===== src/rtl/hazard_if.sv =====
// Front-end <-> hazard scoreboard signal bundle: decode-stage descriptors in,
// stall / squash controls and statistics out.
interface hazard_if #(
  parameter int SPACES = 2,
  parameter int CNT_W  = 16
);
  logic              issue_valid;
  logic [SPACES-1:0] rd_sel;
  logic [SPACES-1:0] wr_sel;
  logic              flag_wr;
  logic              ca_wr;
  logic              status_ren;
  logic              pc_brx;
  logic              pc_jmp;
  logic              pc_call;
  logic              flush_req;
  logic              interrupt;
  logic              cache_miss;
  logic              halt;
  logic              stat_clr;
  logic              stall;
  logic              branch_hazard;
  logic              decoder_rst;
  logic [4:0]        cause;
  logic [CNT_W-1:0]  stall_cycles;

  modport master (
    output issue_valid, rd_sel, wr_sel, flag_wr, ca_wr, status_ren,
           pc_brx, pc_jmp, pc_call, flush_req, interrupt, cache_miss,
           halt, stat_clr,
    input  stall, branch_hazard, decoder_rst, cause, stall_cycles
  );

  modport slave (
    input  issue_valid, rd_sel, wr_sel, flag_wr, ca_wr, status_ren,
           pc_brx, pc_jmp, pc_call, flush_req, interrupt, cache_miss,
           halt, stat_clr,
    output stall, branch_hazard, decoder_rst, cause, stall_cycles
  );
endinterface


===== src/rtl/hazard_scoreboard.sv =====
// Shift-register hazard scoreboard and stall/squash controller for the fetch/decode front end.
// Optional saturating stall counter enabled by defining HAZARD_STATS_EN.
module hazard_scoreboard #(
  parameter int DEPTH      = 2,
  parameter int SPACES     = 2,
  parameter int FLAG_DEPTH = 1,
  parameter int RST_HOLD   = 1,
  parameter int CNT_W      = 16
) (
  input  logic     clk,
  input  logic     rst_n,
  hazard_if.slave  hz
);

  localparam logic [3:0] HOLD_INIT = 4'(RST_HOLD);

  logic [SPACES-1:0]     pend [DEPTH];
  logic [FLAG_DEPTH-1:0] fpend;
  logic [DEPTH-1:0]      capend;
  logic [3:0]            hold_cnt;
  logic [4:0]            cause_p1;

  logic [SPACES-1:0] pend_any;
  logic              data_hz;
  logic              status_hz;
  logic              br_nzp;
  logic              br_ca;
  logic              br_hz;
  logic              stall_p0;
  logic              dec_rst_p0;
  logic              accept;

  always_comb begin
    pend_any = '0;
    for (int i = 0; i < DEPTH; i++) pend_any = pend_any | pend[i];
  end

  // Decode-stage hazard evaluation (combinational, zero latency)
  assign data_hz    = hz.issue_valid & (|(hz.rd_sel & pend_any));
  assign status_hz  = hz.issue_valid & hz.status_ren & (|fpend);
  assign br_nzp     = hz.issue_valid & hz.pc_brx & (|fpend);
  assign br_ca      = hz.issue_valid & (hz.pc_jmp | hz.pc_call) & (|capend);
  assign br_hz      = br_nzp | br_ca;
  assign stall_p0   = data_hz | status_hz | br_hz | hz.cache_miss | hz.halt;
  assign dec_rst_p0 = hz.flush_req | hz.interrupt | ~rst_n | (hold_cnt != 4'd0);
  assign accept     = hz.issue_valid & ~stall_p0 & ~dec_rst_p0;

  assign hz.stall         = stall_p0;
  assign hz.branch_hazard = br_hz;
  assign hz.decoder_rst   = dec_rst_p0;
  assign hz.cause         = cause_p1;

  // In-flight tracking: shifts every cycle, the back end drains even while decode stalls
  always_ff @(posedge clk or negedge rst_n) begin
    if (!rst_n) begin
      for (int i = 0; i < DEPTH; i++) pend[i] <= '0;
      fpend    <= '0;
      capend   <= '0;
      hold_cnt <= HOLD_INIT;
      cause_p1 <= '0;
    end else begin
      pend[0]   <= accept ? hz.wr_sel : '0;
      fpend[0]  <= accept & hz.flag_wr;
      capend[0] <= accept & hz.ca_wr;
      for (int i = 1; i < DEPTH; i++) begin
        pend[i]   <= pend[i-1];
        capend[i] <= capend[i-1];
      end
      for (int i = 1; i < FLAG_DEPTH; i++) fpend[i] <= fpend[i-1];
      if (hold_cnt != 4'd0) hold_cnt <= hold_cnt - 4'd1;
      cause_p1 <= {hz.halt, hz.cache_miss, br_hz, status_hz, data_hz};
    end
  end

`ifdef HAZARD_STATS_EN
  logic [CNT_W-1:0] cnt_p1;

  function automatic logic [CNT_W-1:0] sat_inc(input logic [CNT_W-1:0] v);
    return (&v) ? v : v + 1'b1;
  endfunction

  always_ff @(posedge clk or negedge rst_n) begin
    if (!rst_n)           cnt_p1 <= '0;
    else if (hz.stat_clr) cnt_p1 <= '0;
    else if (stall_p0)    cnt_p1 <= sat_inc(cnt_p1);
  end

  assign hz.stall_cycles = cnt_p1;
`else
  logic unused_stat_clr;
  assign unused_stat_clr = hz.stat_clr;
  assign hz.stall_cycles = '0;
`endif

endmodule


===== src/flat_wrapper.sv =====
// flat-port wrapper written by rule: the top's interface ports become plain ports
module hazard_scoreboard_flat 
#(
  parameter int DEPTH      = 2,
  parameter int SPACES     = 2,
  parameter int FLAG_DEPTH = 1,
  parameter int RST_HOLD   = 1,
  parameter int CNT_W      = 16
)
  (clk, rst_n, hz_issue_valid, hz_rd_sel, hz_wr_sel, hz_flag_wr, hz_ca_wr, hz_status_ren, hz_pc_brx, hz_pc_jmp, hz_pc_call, hz_flush_req, hz_interrupt, hz_cache_miss, hz_halt, hz_stat_clr, hz_stall, hz_branch_hazard, hz_decoder_rst, hz_cause, hz_stall_cycles);
  hazard_if #(.SPACES(SPACES), .CNT_W(CNT_W)) hz_i ();
  input  logic clk;
  input  logic rst_n;
  input wire logic [$bits(hz_i.issue_valid)-1:0] hz_issue_valid;
  input wire logic [$bits(hz_i.rd_sel)-1:0] hz_rd_sel;
  input wire logic [$bits(hz_i.wr_sel)-1:0] hz_wr_sel;
  input wire logic [$bits(hz_i.flag_wr)-1:0] hz_flag_wr;
  input wire logic [$bits(hz_i.ca_wr)-1:0] hz_ca_wr;
  input wire logic [$bits(hz_i.status_ren)-1:0] hz_status_ren;
  input wire logic [$bits(hz_i.pc_brx)-1:0] hz_pc_brx;
  input wire logic [$bits(hz_i.pc_jmp)-1:0] hz_pc_jmp;
  input wire logic [$bits(hz_i.pc_call)-1:0] hz_pc_call;
  input wire logic [$bits(hz_i.flush_req)-1:0] hz_flush_req;
  input wire logic [$bits(hz_i.interrupt)-1:0] hz_interrupt;
  input wire logic [$bits(hz_i.cache_miss)-1:0] hz_cache_miss;
  input wire logic [$bits(hz_i.halt)-1:0] hz_halt;
  input wire logic [$bits(hz_i.stat_clr)-1:0] hz_stat_clr;
  output wire logic [$bits(hz_i.stall)-1:0] hz_stall;
  output wire logic [$bits(hz_i.branch_hazard)-1:0] hz_branch_hazard;
  output wire logic [$bits(hz_i.decoder_rst)-1:0] hz_decoder_rst;
  output wire logic [$bits(hz_i.cause)-1:0] hz_cause;
  output wire logic [$bits(hz_i.stall_cycles)-1:0] hz_stall_cycles;
  assign hz_i.issue_valid = hz_issue_valid;
  assign hz_i.rd_sel = hz_rd_sel;
  assign hz_i.wr_sel = hz_wr_sel;
  assign hz_i.flag_wr = hz_flag_wr;
  assign hz_i.ca_wr = hz_ca_wr;
  assign hz_i.status_ren = hz_status_ren;
  assign hz_i.pc_brx = hz_pc_brx;
  assign hz_i.pc_jmp = hz_pc_jmp;
  assign hz_i.pc_call = hz_pc_call;
  assign hz_i.flush_req = hz_flush_req;
  assign hz_i.interrupt = hz_interrupt;
  assign hz_i.cache_miss = hz_cache_miss;
  assign hz_i.halt = hz_halt;
  assign hz_i.stat_clr = hz_stat_clr;
  assign hz_stall = hz_i.stall;
  assign hz_branch_hazard = hz_i.branch_hazard;
  assign hz_decoder_rst = hz_i.decoder_rst;
  assign hz_cause = hz_i.cause;
  assign hz_stall_cycles = hz_i.stall_cycles;
  hazard_scoreboard #(.DEPTH(DEPTH), .SPACES(SPACES), .FLAG_DEPTH(FLAG_DEPTH), .RST_HOLD(RST_HOLD), .CNT_W(CNT_W)) u_core (.clk(clk), .rst_n(rst_n), .hz(hz_i));
endmodule

===== config.mk =====
export PLATFORM = sky130hd
export DESIGN_NAME = hazard_scoreboard_flat
export DESIGN_NICKNAME = d
export VERILOG_FILES = /design/src/rtl/hazard_if.sv /design/src/rtl/hazard_scoreboard.sv /design/src/flat_wrapper.sv
export SDC_FILE = /design/constraint.sdc
export NUM_CORES = 1
export LEC_CHECK = 0
export CAP_MARGIN = 40
export CORE_MARGIN = 5
export CORE_UTILIZATION = 40
export CTS_BUF_LIST = sky130_fd_sc_hd__clkbuf_16
export DETAILED_ROUTE_END_ITERATION = 10
export PLACE_DENSITY_LB_ADDON = 0.15
export SYNTH_ARGS = -nofsm -noshare
export SYNTH_HDL_FRONTEND = slang
export SYNTH_SLANG_ARGS = --single-unit

===== constraint.sdc =====
create_clock -name clk -period 2.8 [get_ports clk]
set_input_delay 0.84 -clock clk [delete_from_list [all_inputs] [get_ports clk]]
set_output_delay 0.84 -clock clk [all_outputs]
set_load 0.05 [all_outputs]

Yosys cells after proc, flatten, opt, wreduce, memory -nomap -nowiden
Index checks and enable logic that the tools add are counted.
Cells by class
  bitwise gates (word level): 25
  multiplexer cells: 1
  add/sub/neg operators: 1
  reductions and logical operators: 3
Operators by type and width (number)
  bitwise AND 1 bit: 11
  OR 1 bit: 9
  nonzero test 4 bit: 1
  OR reduction 2 bit: 2
  subtractor 4 x 1 -> 4 bit, second input constant: 1
  inverter 1 bit: 3
  bitwise AND 2 bit: 1
  two-way mux 2 bit: 1
  OR 2 bit: 1
Word-level totals
  register bits after elaboration: 16

Longest topological paths before layout
  depth in word-level cells: 12
  mapped depth: 5

Worst setup path after synthesis
No wires, ideal clock.
  kind: input-to-output
  from: input hz_pc_call
  to: output hz_stall
  path slack: 0.409 ns
  stages on the path: 3
  arrival: 1.551 ns
  path buffers: 0
  cells stage by stage: o221ai_1 nand3_1 a21o_1
Between the ends
  word-level cells in the longest chain between the ends: 7
RTL lines
  start: declaration: line flat_wrapper.sv:22  | input wire logic [$bits(hz_i.pc_call)-1:0] hz_pc_call;
  OR 1 bit: line hazard_scoreboard.sv:42  | assign br_ca = hz.issue_valid & (hz.pc_jmp | hz.pc_call) & (|capend);
  bitwise AND 1 bit (2 in a row): line hazard_scoreboard.sv:42
  OR 1 bit: line hazard_scoreboard.sv:43  | assign br_hz = br_nzp | br_ca;
  OR 1 bit (3 in a row): line hazard_scoreboard.sv:44  | assign stall_p0 = data_hz | status_hz | br_hz | hz.cache_miss | hz.halt;
  end: declaration: line flat_wrapper.sv:28  | output wire logic [$bits(hz_i.stall)-1:0] hz_stall;
No other way between the ends.

Final worst setup path
  from: input hz_status_ren
  to: output hz_stall
Between the ends
  word-level cells in the longest chain between the ends: 6
RTL lines
  start: declaration: line flat_wrapper.sv:19  | input wire logic [$bits(hz_i.status_ren)-1:0] hz_status_ren;
  bitwise AND 1 bit (2 in a row): line hazard_scoreboard.sv:40  | assign status_hz = hz.issue_valid & hz.status_ren & (|fpend);
  OR 1 bit (4 in a row): line hazard_scoreboard.sv:44
No other way between the ends.

==> run summary <==
Crit path largest cell delay: 0.42 ns
Setup CP Type: input port to output pin
Synth area leader: dfrtp_1
Fmax: 362 MHz
Cts-stage hold buffer count: 0
Total global routing overflow: 0
Max_cap viols: 0
Synth Register Bits: 16
Post-synth EDFFs: 0
Worst EP required: 1.96 ns
HP Class: register to register
# IOs: 42
Maximum clock path buffer count: 2
Num CTS Buffers: 3
Slowest library cell on the worst path: clkdlybuf4s50_1
Clk_lat worst skew: 0.24 ns
Crit end category: output pin
Chip width: 53.9 µm
Layout overhead on the synthesized area: 45.7%
Chip Height: 53.9 µm
Vias in the first global route: 499
CTS H-tree depth: 1
Worst Path Buf+Inv: 2
Unique masters post-synth: 24
Pwr per Cell Area: 546 nW/µm²
Main synth FF type: dfrtp_1
Post-CTS Setup Bufs: 0
Status: finished, final reports clean
Top cell type's share of synthesized area: 48.6%
FP Rows: 15
Cell Area, Synth: 772 µm²
Worst path arrival time: 1.92 ns
Clk_skew: 0.00128 ns
Pin count of the biggest net entering global routing: 18
RSZ-0062 raised after global routing: no
Async S/R FF share, synth: 100%
CTS root buffer: clkbuf_16
CP cell instances: clkdlybuf4s50_1, o211ai_1, nand3_1, a21o_1, buf_12
I/O Buffers: 24
Fraction of layout cells with a size suffix above 1: 12.7%
Final Max Tran Viols: 0
First-pass GRT wire length: 2.10 mm
Vias per std cell: 4.31
Hold slack: 0.383 ns
Maximum VDD drop: 0.406 mV
Syn. warnings: 0
Number of DRC markers in iteration 0: 4
Drc violations: 0
Post-route clock period utilization: 98.6%
Final Wtd Congestion: 0.796
Ant. Diodes: 0
Top post-synthesis cells by area: dfrtp_1 49%, buf_4 16%, dfstp_2 3.4%
Routed WL per cell: 11.7 µm
Fillers: 152
Startpoint Class: input port
P_leak: 0.583 nW
Detail Route Antenna Nets: 0
Core box area: 1780 µm²
Routed Wire Length: 1.49 mm
DR vias: 547
Sink Count: 16
Final HPWL DP: 1.22 mm
Delay-heaviest family, CP: buffers and inverters
Setup WS pre-CTS: -0.0225 ns
PnR worst setup slack: 0.0389 ns
Setup slack, reg-to-reg: 1.42 ns
Average size of a mapped cell: 10.7 µm²
Mapped Cells: 72
All-Layer GR Usage: 10.4%
Drt first pass iters: 4
Initial core utilization: 43.3%
CTS tree: built
Die ar.: 2910 µm²
Setup TNS: 0 ns
Fin util: 63.1%
Final Hold Viols: 0
Clk slew on worst S/H paths: 0.05 ns
Post-route minimum period: 2.76 ns
Antenna violations before repair: 0
Final setup violation count: 0
Post-synthesis sequential area ratio: 52.0%
Layout Nets: 123
Crit Path Max Fanout: 2
-- layout by cell type, fill, tap and decap left out, drive strengths merged, types with 3 or more instances in the layout --
cell type	netlist	routed
buf	16	6
o21ai	4	4
conb	1	16
inv	7	8
dlymetal6s2s	0	3
nor3	5	5
clkdlybuf4s50	0	18
nand2	4	4
dfrtp	15	15
nand3	3	3
clkbuf	0	3
-- cell type report --
cell class / count / area, µm² / share of cell area (%)
sequential: 16 / 402 / 35.7
inverter: 7 / 26.3 / 2.34
multi-input combinational: 48 / 287 / 25.5
clock inverter: 1 / 3.75 / 0.334
tap: 25 / 31.3 / 2.78
timing repair buffer: 27 / 300 / 26.7
clock buffer: 3 / 75.1 / 6.67
-- per-stage QoR --
stage	instance area [µm²]	total power, mW	instances
6_report	1120	0.615	127
5_1_grt	1120	0.637	127
4_1_cts	1120	0.621	127
3_5_place_dp	1030	0.346	123
3_3_place_gp	1030	0.346	123
2_1_floorplan	828	0.320	87
-- power by group --
group          total [mW]  internal [mW]  switching [mW]
sequential          0.235          0.234        0.000641
combinational       0.108         0.0329          0.0748
clock               0.272          0.189          0.0834
total               0.615          0.456           0.159
-- logic make-up (layout without fill, tap and decap cells) --
group                    after synthesis  count (layout)  synth area share [%]
buffers and inverters                 23              38                  19.0
AND/OR/NAND/NOR                       21              21                  17.5
flip-flops                            16              16                  52.0
AO/OA/AOI/OAI                          8               8                  6.64
adder cells (fa/ha/maj)                2               2                  3.24
other                                  1              16                 0.486
XOR/XNOR                               1               1                  1.13
-- Yosys cell counts, drive strengths merged, types with 2 or more instances --
library cell	number
nand3	3
a21o	2
nor3b	2
dfrtp	15
inv	7
buf	16
ha	2
nand2	4
nor3	5
o21ai	4
-- registers in the layout, summed over array words and instances (netlist names) --
name,flops
u_core.hold_cnt,4
u_core.hz.cause,5
u_core.pend,4
u_core.capend,2
u_core.fpend,1
-- worst register-to-register path, delay by kind of cell, from the launching register on --
kind          cells  cell delay, ns
buf+inv           1            0.08
fa+ha+maj         1            0.18
simple gates      3            0.66
flops             1            0.38
-- final timing paths --
kind                                    start                  to  cells past startpoint
hold reg to reg                u_core.pend[2]      u_core.pend[0]                      0
hold / removal                 u_core.pend[2]      u_core.pend[0]                      0
setup / recovery                hz_status_ren            hz_stall                      5
setup reg to reg           u_core.hold_cnt[1]      u_core.pend[2]                      5
max in group asynchronous               rst_n  u_core.hold_cnt[0]                      2
min in group asynchronous               rst_n  u_core.hold_cnt[2]                      2
-- repair_timing --
action | 4_1_cts | 5_1_grt
resized for setup | 1 | 3
pin swaps | 0 | 3
setup endpoints to repair | 1 | 1
-- routing by layer --
metal	track usage, %	wire length [µm]	vias up
met3	2.49	129	4
met1	13.1	629	249
met5	0	0	-
met4	6.81	29	0
li1	-	-	266
met2	15.7	697	28
Note: power is estimated with default switching activity, not from simulation.
